### src/rtl/pc_pkg.sv
// Shared types and default constants for the fetch-stage PC generator.
package pc_pkg;

    // Top-level control state: BOOT holds one cycle after reset, RUN is steady state.
    typedef enum logic {
        BOOT = 1'b0,
        RUN  = 1'b1
    } pc_state_e;

    // Which source produced the PC update on a given edge.
    typedef enum logic [2:0] {
        SRC_NONE   = 3'd0,
        SRC_EXC    = 3'd1,
        SRC_ERET   = 3'd2,
        SRC_JUMP   = 3'd3,
        SRC_BRANCH = 3'd4,
        SRC_PEND   = 3'd5,
        SRC_SEQ    = 3'd6
    } pc_src_e;

    localparam logic [31:0] PC_RESET_VECTOR_DEF = 32'h0000_0000;
    localparam logic [31:0] PC_EXC_VECTOR_DEF   = 32'h0000_0180;
    localparam int          PC_INC_DEF          = 4;

endpackage

### src/rtl/pc_redirect_arb.sv
// Combinational redirect arbiter: picks the winning PC source for this edge
// and tells the register stage what to load into pc and the pending buffer.
module pc_redirect_arb
    import pc_pkg::*;
#(
    parameter int               WIDTH      = 32,
    parameter logic [WIDTH-1:0] EXC_VECTOR = PC_EXC_VECTOR_DEF[WIDTH-1:0]
) (
    input  logic             run,
    input  logic             advance,
    input  logic             exc,
    input  logic             eret,
    input  logic             jump,
    input  logic [WIDTH-1:0] jump_target,
    input  logic             branch_taken,
    input  logic [WIDTH-1:0] branch_target,
    input  logic             pend_valid,
    input  logic [WIDTH-1:0] pend_target,
    input  logic [WIDTH-1:0] pc,
    input  logic [WIDTH-1:0] pc_seq,
    input  logic [WIDTH-1:0] epc,
    output pc_src_e          src,
    output logic [WIDTH-1:0] next_pc,
    output logic             pc_load,
    output logic             pend_set,
    output logic             pend_clr,
    output logic [WIDTH-1:0] redir_target
);

    // First-match priority: exc, eret, jump/branch, pending apply, sequential.
    always_comb begin
        src          = SRC_NONE;
        next_pc      = pc;
        pc_load      = 1'b0;
        pend_set     = 1'b0;
        pend_clr     = 1'b0;
        redir_target = jump ? jump_target : branch_target;

        if (run) begin
            if (exc) begin
                // Exceptions act even while stalled; any queued redirect is stale.
                src      = SRC_EXC;
                next_pc  = EXC_VECTOR;
                pc_load  = 1'b1;
                pend_clr = 1'b1;
            end else if (eret) begin
                src      = SRC_ERET;
                next_pc  = epc;
                pc_load  = 1'b1;
                pend_clr = 1'b1;
            end else if (jump || branch_taken) begin
                src = jump ? SRC_JUMP : SRC_BRANCH;
                if (advance) begin
                    next_pc  = redir_target;
                    pc_load  = 1'b1;
                    pend_clr = 1'b1;
                end else begin
                    // Cannot move now: park it, overwriting any older pending target.
                    pend_set = 1'b1;
                end
            end else if (advance && pend_valid) begin
                src      = SRC_PEND;
                next_pc  = pend_target;
                pc_load  = 1'b1;
                pend_clr = 1'b1;
            end else if (advance) begin
                src     = SRC_SEQ;
                next_pc = pc_seq;
                pc_load = 1'b1;
            end
        end
    end

endmodule

### src/rtl/pc_gen.sv
// Fetch-stage program-counter generator: reset/exception vectors, stall and
// fetch-ready gating, prioritised redirects with a one-entry pending buffer,
// and EPC storage for eret.
module pc_gen
    import pc_pkg::*;
#(
    parameter int               WIDTH        = 32,
    parameter logic [WIDTH-1:0] RESET_VECTOR = PC_RESET_VECTOR_DEF[WIDTH-1:0],
    parameter logic [WIDTH-1:0] EXC_VECTOR   = PC_EXC_VECTOR_DEF[WIDTH-1:0],
    parameter int               INC          = PC_INC_DEF
) (
    input  logic             clk,
    input  logic             Reset,
    input  logic             stall,
    input  logic             fetch_ready,
    input  logic             branch_taken,
    input  logic [WIDTH-1:0] branch_target,
    input  logic             jump,
    input  logic [WIDTH-1:0] jump_target,
    input  logic             exc,
    input  logic             eret,
    output logic [WIDTH-1:0] pc_o,
    output logic [WIDTH-1:0] pc_plus_inc_o,
    output logic             pc_valid_o,
    output logic [WIDTH-1:0] epc_o,
    output logic             misaligned_o
);

    pc_state_e        state;
    pc_state_e        state_nxt;
    logic             run;
    logic             advance;
    logic             pend_valid;
    logic [WIDTH-1:0] pend_target;

    pc_src_e          src;
    logic [WIDTH-1:0] next_pc;
    logic             pc_load;
    logic             pend_set;
    logic             pend_clr;
    logic [WIDTH-1:0] redir_target;

    assign run           = (state == RUN);
    assign advance       = run && fetch_ready && !stall;
    assign pc_plus_inc_o = pc_o + WIDTH'(INC);
    assign misaligned_o  = |pc_o[1:0];

    pc_redirect_arb #(
        .WIDTH      (WIDTH),
        .EXC_VECTOR (EXC_VECTOR)
    ) u_arb (
        .run           (run),
        .advance       (advance),
        .exc           (exc),
        .eret          (eret),
        .jump          (jump),
        .jump_target   (jump_target),
        .branch_taken  (branch_taken),
        .branch_target (branch_target),
        .pend_valid    (pend_valid),
        .pend_target   (pend_target),
        .pc            (pc_o),
        .pc_seq        (pc_plus_inc_o),
        .epc           (epc_o),
        .src           (src),
        .next_pc       (next_pc),
        .pc_load       (pc_load),
        .pend_set      (pend_set),
        .pend_clr      (pend_clr),
        .redir_target  (redir_target)
    );

    // FSM next state and valid flag: BOOT lasts exactly one edge, RUN is sticky.
    always_comb begin
        state_nxt  = state;
        pc_valid_o = 1'b0;
        case (state)
            BOOT: begin
                state_nxt  = RUN;
                pc_valid_o = 1'b0;
            end
            RUN: begin
                state_nxt  = RUN;
                pc_valid_o = 1'b1;
            end
            default: begin
                state_nxt  = BOOT;
                pc_valid_o = 1'b0;
            end
        endcase
    end

    // FSM state register.
    always_ff @(posedge clk or posedge Reset) begin
        if (Reset) begin
            state <= BOOT;
        end else begin
            state <= state_nxt;
        end
    end

    // Fetch address register, loaded only when the arbiter selects a source.
    always_ff @(posedge clk or posedge Reset) begin
        if (Reset) begin
            pc_o <= RESET_VECTOR;
        end else if (pc_load) begin
            pc_o <= next_pc;
        end
    end

    // EPC captures the interrupted fetch address on an exception.
    always_ff @(posedge clk or posedge Reset) begin
        if (Reset) begin
            epc_o <= '0;
        end else if (src == SRC_EXC) begin
            epc_o <= pc_o;
        end
    end

    // One-entry pending redirect buffer; a set in the same edge beats a clear.
    always_ff @(posedge clk or posedge Reset) begin
        if (Reset) begin
            pend_valid  <= 1'b0;
            pend_target <= '0;
        end else if (pend_set) begin
            pend_valid  <= 1'b1;
            pend_target <= redir_target;
        end else if (pend_clr) begin
            pend_valid  <= 1'b0;
        end
    end

endmodule
### config.mk
export PLATFORM = sky130hd
export DESIGN_NAME = pc_gen
export DESIGN_NICKNAME = d
export VERILOG_FILES = /design/src/rtl/pc_pkg.sv /design/src/rtl/pc_redirect_arb.sv /design/src/rtl/pc_gen.sv
export SDC_FILE = /design/constraint.sdc
export NUM_CORES = 1
export LEC_CHECK = 0
export CAP_MARGIN = 15
export CORE_MARGIN = 1.5
export CORE_UTILIZATION = 46
export DETAILED_ROUTE_END_ITERATION = 16
export GPL_TIMING_DRIVEN = 0
export PLACE_DENSITY = 0.79
export SETUP_SLACK_MARGIN = 0.15
export SLEW_MARGIN = 25
export SYNTH_ARGS = -nofsm -noshare
export SYNTH_HDL_FRONTEND = slang
export SYNTH_HIERARCHICAL = 1
export SYNTH_SLANG_ARGS = --single-unit
### constraint.sdc
create_clock -name clk -period 3.3 [get_ports clk]
set_input_delay 0.66 -clock clk [delete_from_list [all_inputs] [get_ports clk]]
set_output_delay 0.66 -clock clk [all_outputs]
set_load 0.01 [all_outputs]
==> impl_results.md, run 1 <==
- Status: finished, final reports clean
- Fill cell count: 1199
- DRT Wirelength: 22000 µm
- RSZ-0062 raised after global routing: yes
- Synthesis-to-finish area growth: 35.7%
- Final slew viol count: 0
- Hold Path Class: flip-flop to flip-flop
- Clk_lat worst skew: 360 ps
- Initial antenna violation count: 0
- Vias in the first global route: 6267
- Post-route ant nets: 0
- Via count: 6361
- Seq cells post-synth: 98
- Clk pin slew, worst setup/hold paths: 70 ps
- Global-route wire length before repair: 34600 µm
- Seq/Total Area, Yosys: 36.2%
- Hold Slack: 481 ps
- CTS tree: yes
- Critical path arrival: 2420 ps
- Minimum clock period: 3080 ps
- Die H: 124 µm
- Layout net count: 957
- Routed len/inst: 20.5 µm
- Vias/cell: 5.94
- Mapped Area: 6780 µm²
- Final period utilization: 93.3%
- Top-Level Pins: 170
- Clk root buf: clkbuf_16
- Post-DP HPWL: 15200 µm
- Final estimated routing congestion in global placement: 0.890
- Top post-synthesis cells by area: dfrtp_1, mux2_2, nand2_1
- Mean Syn Cell Area: 9.80 µm²
- Syn_nets: 765
- Crit-path max FO: 5
- Power Total: 4.70 mW
- # rows: 44
- VDD IR max: 346 µV
- Die Area: 15500 µm²
- Worst EP required: 2640 ps
- GRT Residual Overflow: 0
- Top FF cell, synth: dfrtp_1
- Leakage: 4.02 nW
- Yosys top cell by area: dfrtp_1
- Final setup margin: 223 ps
- Pin count of the biggest net entering global routing: 32
- DP Worst Slack: -596 ps
- Post-Syn Instances: 692
- R2r startpoint: pc_o[5]
- Slew of the pin with the lowest slew margin: 691 ps
- Post-synth EDFFs: 0
- Critical Path Start: pc_o[3]
- Share of cells above drive strength 1: 25.6%
- Initial Utilization: 46.8%
- Drc violations: 0
- CP Class: flip-flop to output port
- Final core occ: 63.6%
- DRT iter0 DRCs: 550
- Synth warn: 6
- Pre-antenna DRT Iters: 7
- Clock Skews: 6.12 ps
- Max Root-Sink Buffers: 2
- CP startpoint kind: flip-flop
- Post-synth ARST share: 100%
- Final Hold Vio Count: 0
- Crit. End Element: output port
- Sink Count: 98
- Max Cap Viol: 0
- Cell area power density: 511 nW/µm²
- Yosys cell types: 45
- Final setup viols: 0
- # diodes: 0
- Top-area cell type share of the netlist area: 36.2%
- Slew headroom: 53.9%
- GRT Total Usage: 28.4%
- Setup Total Neg Slack: 0 ps
- Worst min-delay path startpoint: pend_valid
- Die W: 124 µm
- Port Buf Inserts: 167
- Fmax: 325 MHz
- TritonCTS Buffers: 9
- H-tree depth: 3
- Core Footprint: 14500 µm²
## area by class of cell
| class | instances | area, µm² | area share, % |
|---|---|---|---|
| plain buffers | 59 | 284 | 3.09 |
| clock buffers | 14 | 254 | 2.76 |
| inverters | 8 | 33.8 | 0.367 |
| multi-input cells | 527 | 4120 | 44.7 |
| flip-flops and latches | 98 | 2470 | 26.9 |
| well taps | 184 | 230 | 2.50 |
| repair buffers | 181 | 1810 | 19.7 |
## logic make-up after synthesis
group                    Yosys count  synth area share, %
AND/OR/NAND/NOR                  234                 20.1
AO/OA/AOI/OAI                    137                 14.5
multiplexers                     126                 20.9
flip-flops                        98                 36.2
buffers and inverters             67                 4.54
XOR/XNOR                          28                 3.62
adder cells (fa/ha/maj)            1                0.184
other                              1               0.0553
## path summary, 6_finish.rpt
check / endpoint / slack [ps] / depth (start not counted)
max in group asynchronous: pc_o[16] / 1950 / 4
worst max-delay path: pc_plus_inc_o[20] / 220 / 6
worst min-delay path: pend_valid / 480 / 1
min in group asynchronous: run / 630 / 2
worst max register to register: pc_o[31] / 590 / 11
worst min register to register: pend_valid / 480 / 1
## per-stage QoR
stage / instances / cell area (µm²)
2_1_floorplan: 692 / 6790
3_3_place_gp: 1043 / 8690
3_5_place_dp: 1046 / 8750
4_1_cts: 1066 / 9100
5_1_grt: 1071 / 9200
6_report: 1071 / 9200
## what timing repair did
action	in CTS	in global routing
buffers inserted	6	5
pin swaps	4	2
gates resized for setup	27	20
hold buffers	0	0
setup endpoints to repair	51	62
## where the power goes
group          switching [mW]  leakage, nW  internal [mW]
clock                   0.459        0.123          0.526
sequential              0.310         1.22           1.51
combinational           0.773         2.68           1.12
total                    1.54         4.02           3.16
## critical path, stage by stage, from the launching register on
cell and delay, ps:
dfrtp_2 410, ha_2 210, and3_4 220, and4_4 260, nand4_1 170, xnor2_2 230, clkdlybuf4s50_1 560
## synth_stat cells, drive strengths merged (5+ instances only)
cell,instances
mux2,124
dfrtp,98
nand2,78
buf,35
and2,34
a21oi,32
a21o,30
nand2b,30
o2111ai,30
o211ai,30
and3b,29
clkbuf,24
xnor2,18
nor2,12
xor2,10
nand3,9
inv,8
nand4,8
and4,6
nor3b,6
nor3,5
## cell usage in the layout, fill, tap and decap left out, drive strengths merged, types with 7 or more instances in the layout
| master | instances |
|---|---|
| clkdlybuf4s50 | 161 |
| xor2 | 10 |
| nor2 | 12 |
| a21oi | 32 |
| nand2b | 30 |
| buf | 48 |
| o211ai | 30 |
| nand4 | 8 |
| and2 | 34 |
| a21o | 30 |
| o2111ai | 30 |
| nand2 | 78 |
| inv | 7 |
| and3b | 29 |
| dfrtp | 98 |
| mux2 | 124 |
| clkbuf | 39 |
| xnor2 | 18 |
| nand3 | 9 |
## flip-flops by register name (all words and copies together), names as in the netlist
signal       count
pc_o            32
run              1
pend_valid       1
epc_o           32
pend_target     32
## metal layers
metal,share of wire (%),GRT usage (%)
met1,44,39.6
met5,0,0
met2,46,43.6
met4,2.8,12.2
met3,6.9,4.60
Note: power is estimated with default switching activity, not from simulation.
==> inputs of run 2 (changes only) <==
CORE_MARGIN = not set   (was 1.5)
==> run 2 against run 1 <==
  * Die area decreased by 1.6%
  * Global-route usage increased by 1.6 points
  * Hold slack improved by 24 ps
  * Sequential power about the same
  * Flip-flop and latch count unchanged
  * Power decreased by 0.92%
  * Cell area decreased by 0.23%
  * Utilization decreased by 0.15 points
  * Sequential share of layout area about the same
  * Non-clock buffer count decreased by 1
  * Critical path depth unchanged
  * Critical path type unchanged
  * Highest routed layer unchanged
==> impl_results.md, run 2 (synthesis gave the netlist of run 1 again) <==
- Max Root-Sink Buffers: 2 (unchanged)
- Crit. End Element: output port
- Sink Count: 98 (unchanged)
- Clock Skews: 6.52 ps (+0.401 ps)
- Layout net count: 956 (-0.10%)
- CP Class: flip-flop to output port
- DP Worst Slack: -572 ps (+24.0 ps)
- CTS tree: yes
- Vias in the first global route: 6119 (-2.4%)
- DRT Wirelength: 22100 µm (+0.21%)
- Final period utilization: 94.5% (+1.2 points)
- Routed len/inst: 20.6 µm (+0.40%)
- Leakage: 4.04 nW (+0.39%)
- # diodes: 0 (unchanged)
- Die W: 123 µm (-0.80%)
- Worst EP required: 2640 ps (about the same)
- Power Total: 4.66 mW (-0.92%)
- Clk pin slew, worst setup/hold paths: 60 ps (about the same)
- Post-DP HPWL: 15300 µm (+0.31%)
- Synthesis-to-finish area growth: 35.4%
- Worst Reg-to-Reg Cells: 8 (-3)
- Drc violations: 0 (unchanged)
- Final Hold Vio Count: 0 (unchanged)
- Via count: 6368 (+0.11%)
- GRT Total Usage: 30.0% (+1.6 points)
- Pin count of the biggest net entering global routing: 27 (-16%)
- Initial antenna violation count: 0 (unchanged)
- Post-Layout Cell Count: 1069 (-0.19%)
- GRT Residual Overflow: 0 (unchanged)
- Slew of the pin with the lowest slew margin: 711 ps (+20.2 ps)
- Placed instance count: 1046 (unchanged)
- Core Footprint: 14500 µm² (unchanged)
- Final core occ: 63.4% (-0.15 points)
- Design area: 9180 µm² (-0.23%)
- TritonCTS Buffers: 9 (unchanged)
- VDD IR max: 271 µV (-22%)
- Die Area: 15200 µm² (-1.6%)
- Critical path arrival: 2460 ps (+40 ps)
- Share of cells above drive strength 1: 25.5% (-0.055 points)
- DRT iter0 DRCs: 624 (+13%)
- Final setup margin: 183 ps (-39.8 ps)
- # rows: 44 (unchanged)
- Hold Slack: 505 ps (+24.5 ps)
- Final setup viols: 0 (unchanged)
- Max Cap Viol: 0 (unchanged)
- Setup Total Neg Slack: 0 ps (unchanged)
- Clk root buf: clkbuf_16
- CP max stage delay: 570 ps (about the same)
- Final estimated routing congestion in global placement: 0.865 (-2.8%)
- Hold depth: 1 (unchanged)
- Cell area power density: 507 nW/µm² (-0.69%)
- Fill cell count: 1211 (+1.0%)
- Area of placed instances: 8750 µm² (unchanged)
- H-tree depth: 3 (unchanged)
- CP startpoint kind: flip-flop
- Final slew viol count: 0 (unchanged)
- Commonest non-fill, non-tap cell in the layout: clkdlybuf4s50_1
- Largest regs: epc_o: 32 flops, pc_o: 32 flops, pend_target: 32 flops
- Minimum clock period: 3120 ps (+39.8 ps)
- Pre-antenna DRT Iters: 7 (unchanged)
- Slew headroom: 52.6% (-1.3 points)
- Top-Level Pins: 170 (unchanged)
- Die H: 123 µm (-0.80%)
- Status: finished, final reports clean
- Vias/cell: 5.96 (+0.30%)
- Crit-path max FO: 7 (+2)
- RSZ-0062 raised after global routing: yes
- Port Buf Inserts: 167 (unchanged)
- Fmax: 321 MHz (-1.3%)
- Critical-path top delay cell: clkdlybuf4s50_1
- Commonest cells after routing, fill and taps aside: clkdlybuf4s50_1, mux2_2, dfrtp_1, nand2_1, and2_1
- Clk_lat worst skew: 360 ps (about the same)
- Initial Utilization: 46.8% (unchanged)
- CP Cell Sequence: ha_1 -> and3_4 -> and4_4 -> nand4_1 -> xnor2_2 -> clkdlybuf4s50_1
- Hold Path Class: flip-flop to flip-flop
- Post-route ant nets: 0 (unchanged)
- Global-route wire length before repair: 33900 µm (-1.9%)
-- run 2: worst max-delay path: cells and delay by family, from the launching register on --
kind	cells	cell delay, ps
and+or+nand+nor	3	660
buffers and inverters	1	570
DFF	1	430
adders and majority gates	1	230
xor gates and xnor gates	1	210
-- run 2: final timing paths --
check | slack (ps) | to | startpoint
max | 180 | pc_plus_inc_o[22] | pc_o[3]
min | 510 | pend_target[24] | pend_target[24]
max reg2reg | 660 | pc_o[15] | run
min reg2reg | 510 | pend_target[24] | pend_target[24]
max in group asynchronous | 1810 | pc_o[15] | Reset
min in group asynchronous | 730 | pend_valid | Reset
-- run 2: area by class of cell --
| cell class | instances | area (µm²) | share of cell area (%) |
|---|---|---|---|
| well taps | 184 | 230 | 2.51 |
| clock inverters | 1 | 5.00 | 0.0545 |
| multi-input cells | 527 | 4110 | 44.8 |
| clock buffers | 12 | 236 | 2.58 |
| flip-flops and latches | 98 | 2470 | 26.9 |
| repair buffers | 180 | 1810 | 19.7 |
| inverters | 8 | 33.8 | 0.368 |
| plain buffers | 59 | 290 | 3.16 |
-- run 2: metal layers --
metal | share of wire (%) | global-route usage [%] | vias to the layer above | routed length (µm)
met5 | 0 | 0 | - | 0
met4 | 3.3 | 13.3 | 0 | 721
met3 | 7.9 | 5.07 | 56 | 1750
met2 | 46 | 46.3 | 339 | 10100
met1 | 43 | 41.2 | 3085 | 9480
li1 | - | - | 2888 | -
-- run 2: power by group --
group / switching [mW] / internal (mW)
Sequential: 0.301 / 1.51
Clock: 0.454 / 0.499
Combinational: 0.782 / 1.11
-- run 2: what timing repair did --
action,CTS,global route
resized for setup,29,26
setup endpoints to repair,56,68
hold buffers,0,0
buffers inserted,8,2
pin swaps,1,2
==> inputs of run 3 (changes only) <==
ABC_CLOCK_PERIOD_IN_PS = 3300   (was not set)
CORE_UTILIZATION = 44   (was 46)
PLACE_DENSITY = 0.78   (was 0.79)
SYNTH_HIERARCHICAL = not set   (was 1)
==> run 3 against run 2 <==
  * Critical path depth unchanged
  * Combinational power shrank 50%
  * Utilization down 0.25 points
  * Sequential power down 14%
  * Flip-flop and latch count did not move
  * Sequential share of layout area up 2.4 points
  * Synthesized cell count down 8.1%
  * Power down 24%
  * Non-clock buffer count shrank 9
  * Hold slack improved by 28 ps
  * Register-to-register slack better by 200 ps
  * Clock skew is 0.96 ps higher
  * Largest cell class unchanged
==> impl_results.md, run 3 <==
- Leakage: 3.61 nW (-11%)
- GRT Residual Overflow: 0 (unchanged)
- NetSw: 1.12 mW (-27%)
- Most common cell in the netlist: dfrtp_1
- Minimum clock period: 3180 ps (+60.4 ps)
- Comb power frac: 27.1% (-14 points)
- Top post-synthesis cells by area: dfrtp_1, mux2_2, mux2i_1
- Hold Path Class: flip-flop to flip-flop
- Die Area: 14100 µm² (-7.4%)
- Final core occ: 63.2% (-0.25 points)
- Clock group share of total power: 28.7% (+8.3 points)
- Grt met2 use: 49.6% (+3.3 points)
- Design area: 8400 µm² (-8.5%)
- DRT iter0 DRCs: 754 (+21%)
- Internal power: 2.40 mW (-23%)
- Final Hold Vio Count: 0 (unchanged)
- Share of cells above drive strength 1: 13.0% (-13 points)
- Slew of the pin with the lowest slew margin: 885 ps (+174 ps)
- Max Root-Sink Buffers: 2 (unchanged)
- Initial antenna violation count: 0 (unchanged)
- Seq cells post-synth: 98 (unchanged)
- Post-DP HPWL: 16700 µm (+9.1%)
- Clk pin slew, worst setup/hold paths: 70 ps (about the same)
- # rows: 42 (-4.5%)
- Mapped Area: 6000 µm² (-11%)
- Slew headroom: 40.6% (-12 points)
- Clk_lat worst skew: 360 ps (about the same)
- RSZ-0062 raised after global routing: yes
- Commonest non-fill, non-tap cell in the layout: clkdlybuf4s50_1
- Post-route ant nets: 0 (unchanged)
- GRT Max-Usage Layer: met2
- Sw frac: 31.7% (-1.3 points)
- VDD IR max: 254 µV (-6.0%)
- Layout net count: 900 (-5.9%)
- Pre-antenna DRT Iters: 5 (-2)
- Crit. End Element: output port
- TritonCTS Buffers: 9 (unchanged)
- Cell area power density: 419 nW/µm² (-17%)
- Pin count of the biggest net entering global routing: 31 (+15%)
- Status: finished, final reports clean
- Die W: 119 µm (-3.7%)
- Met3 GRT Util: 5.84% (+0.77 points)
- Routed len/inst: 22.4 µm (+8.5%)
- Post-Layout Cell Count: 1008 (-5.7%)
- Final setup margin: 122 ps (-60.4 ps)
- Met1 usage: 43.7% (+2.5 points)
- Max Cap Viol: 0 (unchanged)
- Sink Count: 98 (unchanged)
- Most frequent cells after synthesis: dfrtp_1, nor2_1, a21oi_1, nand2_1, clkbuf_1
- Vias/cell: 6.24 (+4.8%)
- GRT Total Usage: 32.4% (+2.4 points)
- Seq/Total Area, Yosys: 40.9% (+4.7 points)
- Port Buf Inserts: 167 (unchanged)
- Yosys cell types: 71 (+58%)
- Top FF cell, synth: dfrtp_1
- Core Footprint: 13300 µm² (-8.2%)
- Final slew viol count: 0 (unchanged)
- Placed instance count: 982 (-6.1%)
- Vias in the first global route: 6094 (-0.41%)
- CTS tree: yes
- Crit-path max FO: 8 (+1)
- Synth warn: 0 (-6)
- Post-synth EDFFs: 0 (unchanged)
- Largest regs: epc_o: 32 flops, pc_o: 32 flops, pend_target: 32 flops
- DP Worst Slack: -1.68 ps (+571 ps)
- Die H: 119 µm (-3.7%)
- Final period utilization: 96.3% (+1.8 points)
- Fmax: 315 MHz (-1.9%)
- Via count: 6293 (-1.2%)
- Setup Total Neg Slack: 0 ps (unchanged)
- Post-synth ARST share: 100% (unchanged)
- Syn_nets: 709 (-7.3%)
- Final setup viols: 0 (unchanged)
- H-tree depth: 3 (unchanged)
- Yosys top cell by area: dfrtp_1
- Commonest cells after routing, fill and taps aside: clkdlybuf4s50_1, dfrtp_1, nor2_1, a21oi_1, nand2_1
- Critical path arrival: 2520 ps (+60 ps)
- Area of placed instances: 7960 µm² (-9.0%)
- Clk root buf: clkbuf_16
- Worst EP required: 2640 ps (about the same)
- Clock Skews: 7.48 ps (+0.960 ps)
- Synthesis-to-finish area growth: 39.9%
- Top-area cell type share of the netlist area: 40.9% (+4.7 points)
- Global-route wire length before repair: 34900 µm (+2.8%)
- Final estimated routing congestion in global placement: 0.915 (+5.9%)
- Power share of the sequential group: 44.2% (+5.3 points)
- DRT Wirelength: 22600 µm (+2.3%)
- # diodes: 0 (unchanged)
- CP Class: flip-flop to output port
- Drc violations: 0 (unchanged)
- Post-Syn Instances: 636 (-8.1%)
- Mean Syn Cell Area: 9.44 µm² (-3.7%)
- CP startpoint kind: flip-flop
- Top-Level Pins: 170 (unchanged)
- Initial Utilization: 45.2% (-1.7 points)
==> run 3: changes by cell type after synthesis, moves of 19 or more <==
cell       before  now
o21ai_0         4   30
mux2_2        124   29
o211ai_1       30    6
buf_2          29   10
a221o_1         0   24
nand2b_1       30   10
a21oi_1        32   52
a21o_1         30    3
mux2i_1         2   29
and2_1         34    4
o2111ai_1      30    4
nand2_1        78   46
nor2_1         12   56
and3b_1        29    0
==> run 3: path summary, 6_finish.rpt <==
path	cells after the start	startpoint	endpoint	slack [ps]
min in group asynchronous	2	Reset	pc_o[12]	600
hold reg to reg	2	pend_target[16]	pend_target[16]	530
max in group asynchronous	4	Reset	pend_target[28]	2010
setup reg to reg	7	run	pc_o[20]	860
hold / removal	2	pend_target[16]	pend_target[16]	530
setup / recovery	6	pc_o[23]	pc_plus_inc_o[31]	120
==> run 3: per-layer routing <==
layer / wire length, µm / vias up
li1: - / 2749
met1: 9200 / 3076
met2: 10300 / 406
met3: 2180 / 62
met4: 850 / 0
met5: 0 / -
==> run 3: through the flow <==
step,hold WS (ps),power [mW]
final,533,3.52
after CTS,531,3.50
after global routing,548,3.64
after global placement,500,2.46
after detailed placement,517,2.50
after floorplan,477,1.97
==> run 3: kinds of logic (layout without fill, tap and decap cells) <==
group	Yosys count	in the layout	synth area share, %
AOI/OAI and AO/OA	176	176	20.5
xor gates and xnor gates	26	26	3.79
adders and majority gates	1	1	0.208
buffers and inverters	68	264	4.73
DFF	98	98	40.9
muxes	58	58	10.3
other	1	1	0.0625
and+or+nand+nor	208	208	19.6
==> run 3: critical path, cell delays in order, from the launching register on <==
cell,delay (ps)
dfrtp_1,370
clkbuf_2,230
and4_1,300
and4_1,310
nand4_1,220
xnor2_1,190
clkdlybuf4s50_1,550
==> run 3: layout make-up <==
cell class              instances  area, µm²
repair buffers                180       1830
inverters                      18       71.3
multi-input cells             470       3320
flip-flops and latches         98       2470
clock buffers                  14        254
clock inverters                 2       12.5
plain buffers                  50        225
well taps                     176        220
fillers                      1162       4900
==> run 3: timing repair <==
action / CTS / global route
resized for setup: 18 / 16
setup buffers: 7 / 3
endpoints found under the setup margin: 16 / 14
pin swaps: 3 / 3
hold buffers: 0 / 0
==> run 3: power groups by stage <==
stage	clock [mW]	sequential [mW]	combinational [mW]
4_1_cts	1.00	1.55	0.949
3_5_place_dp	0	1.57	0.931
6_report	1.01	1.56	0.955
5_1_grt	1.05	1.57	1.02
3_3_place_gp	0	1.56	0.899
2_1_floorplan	0	1.55	0.418
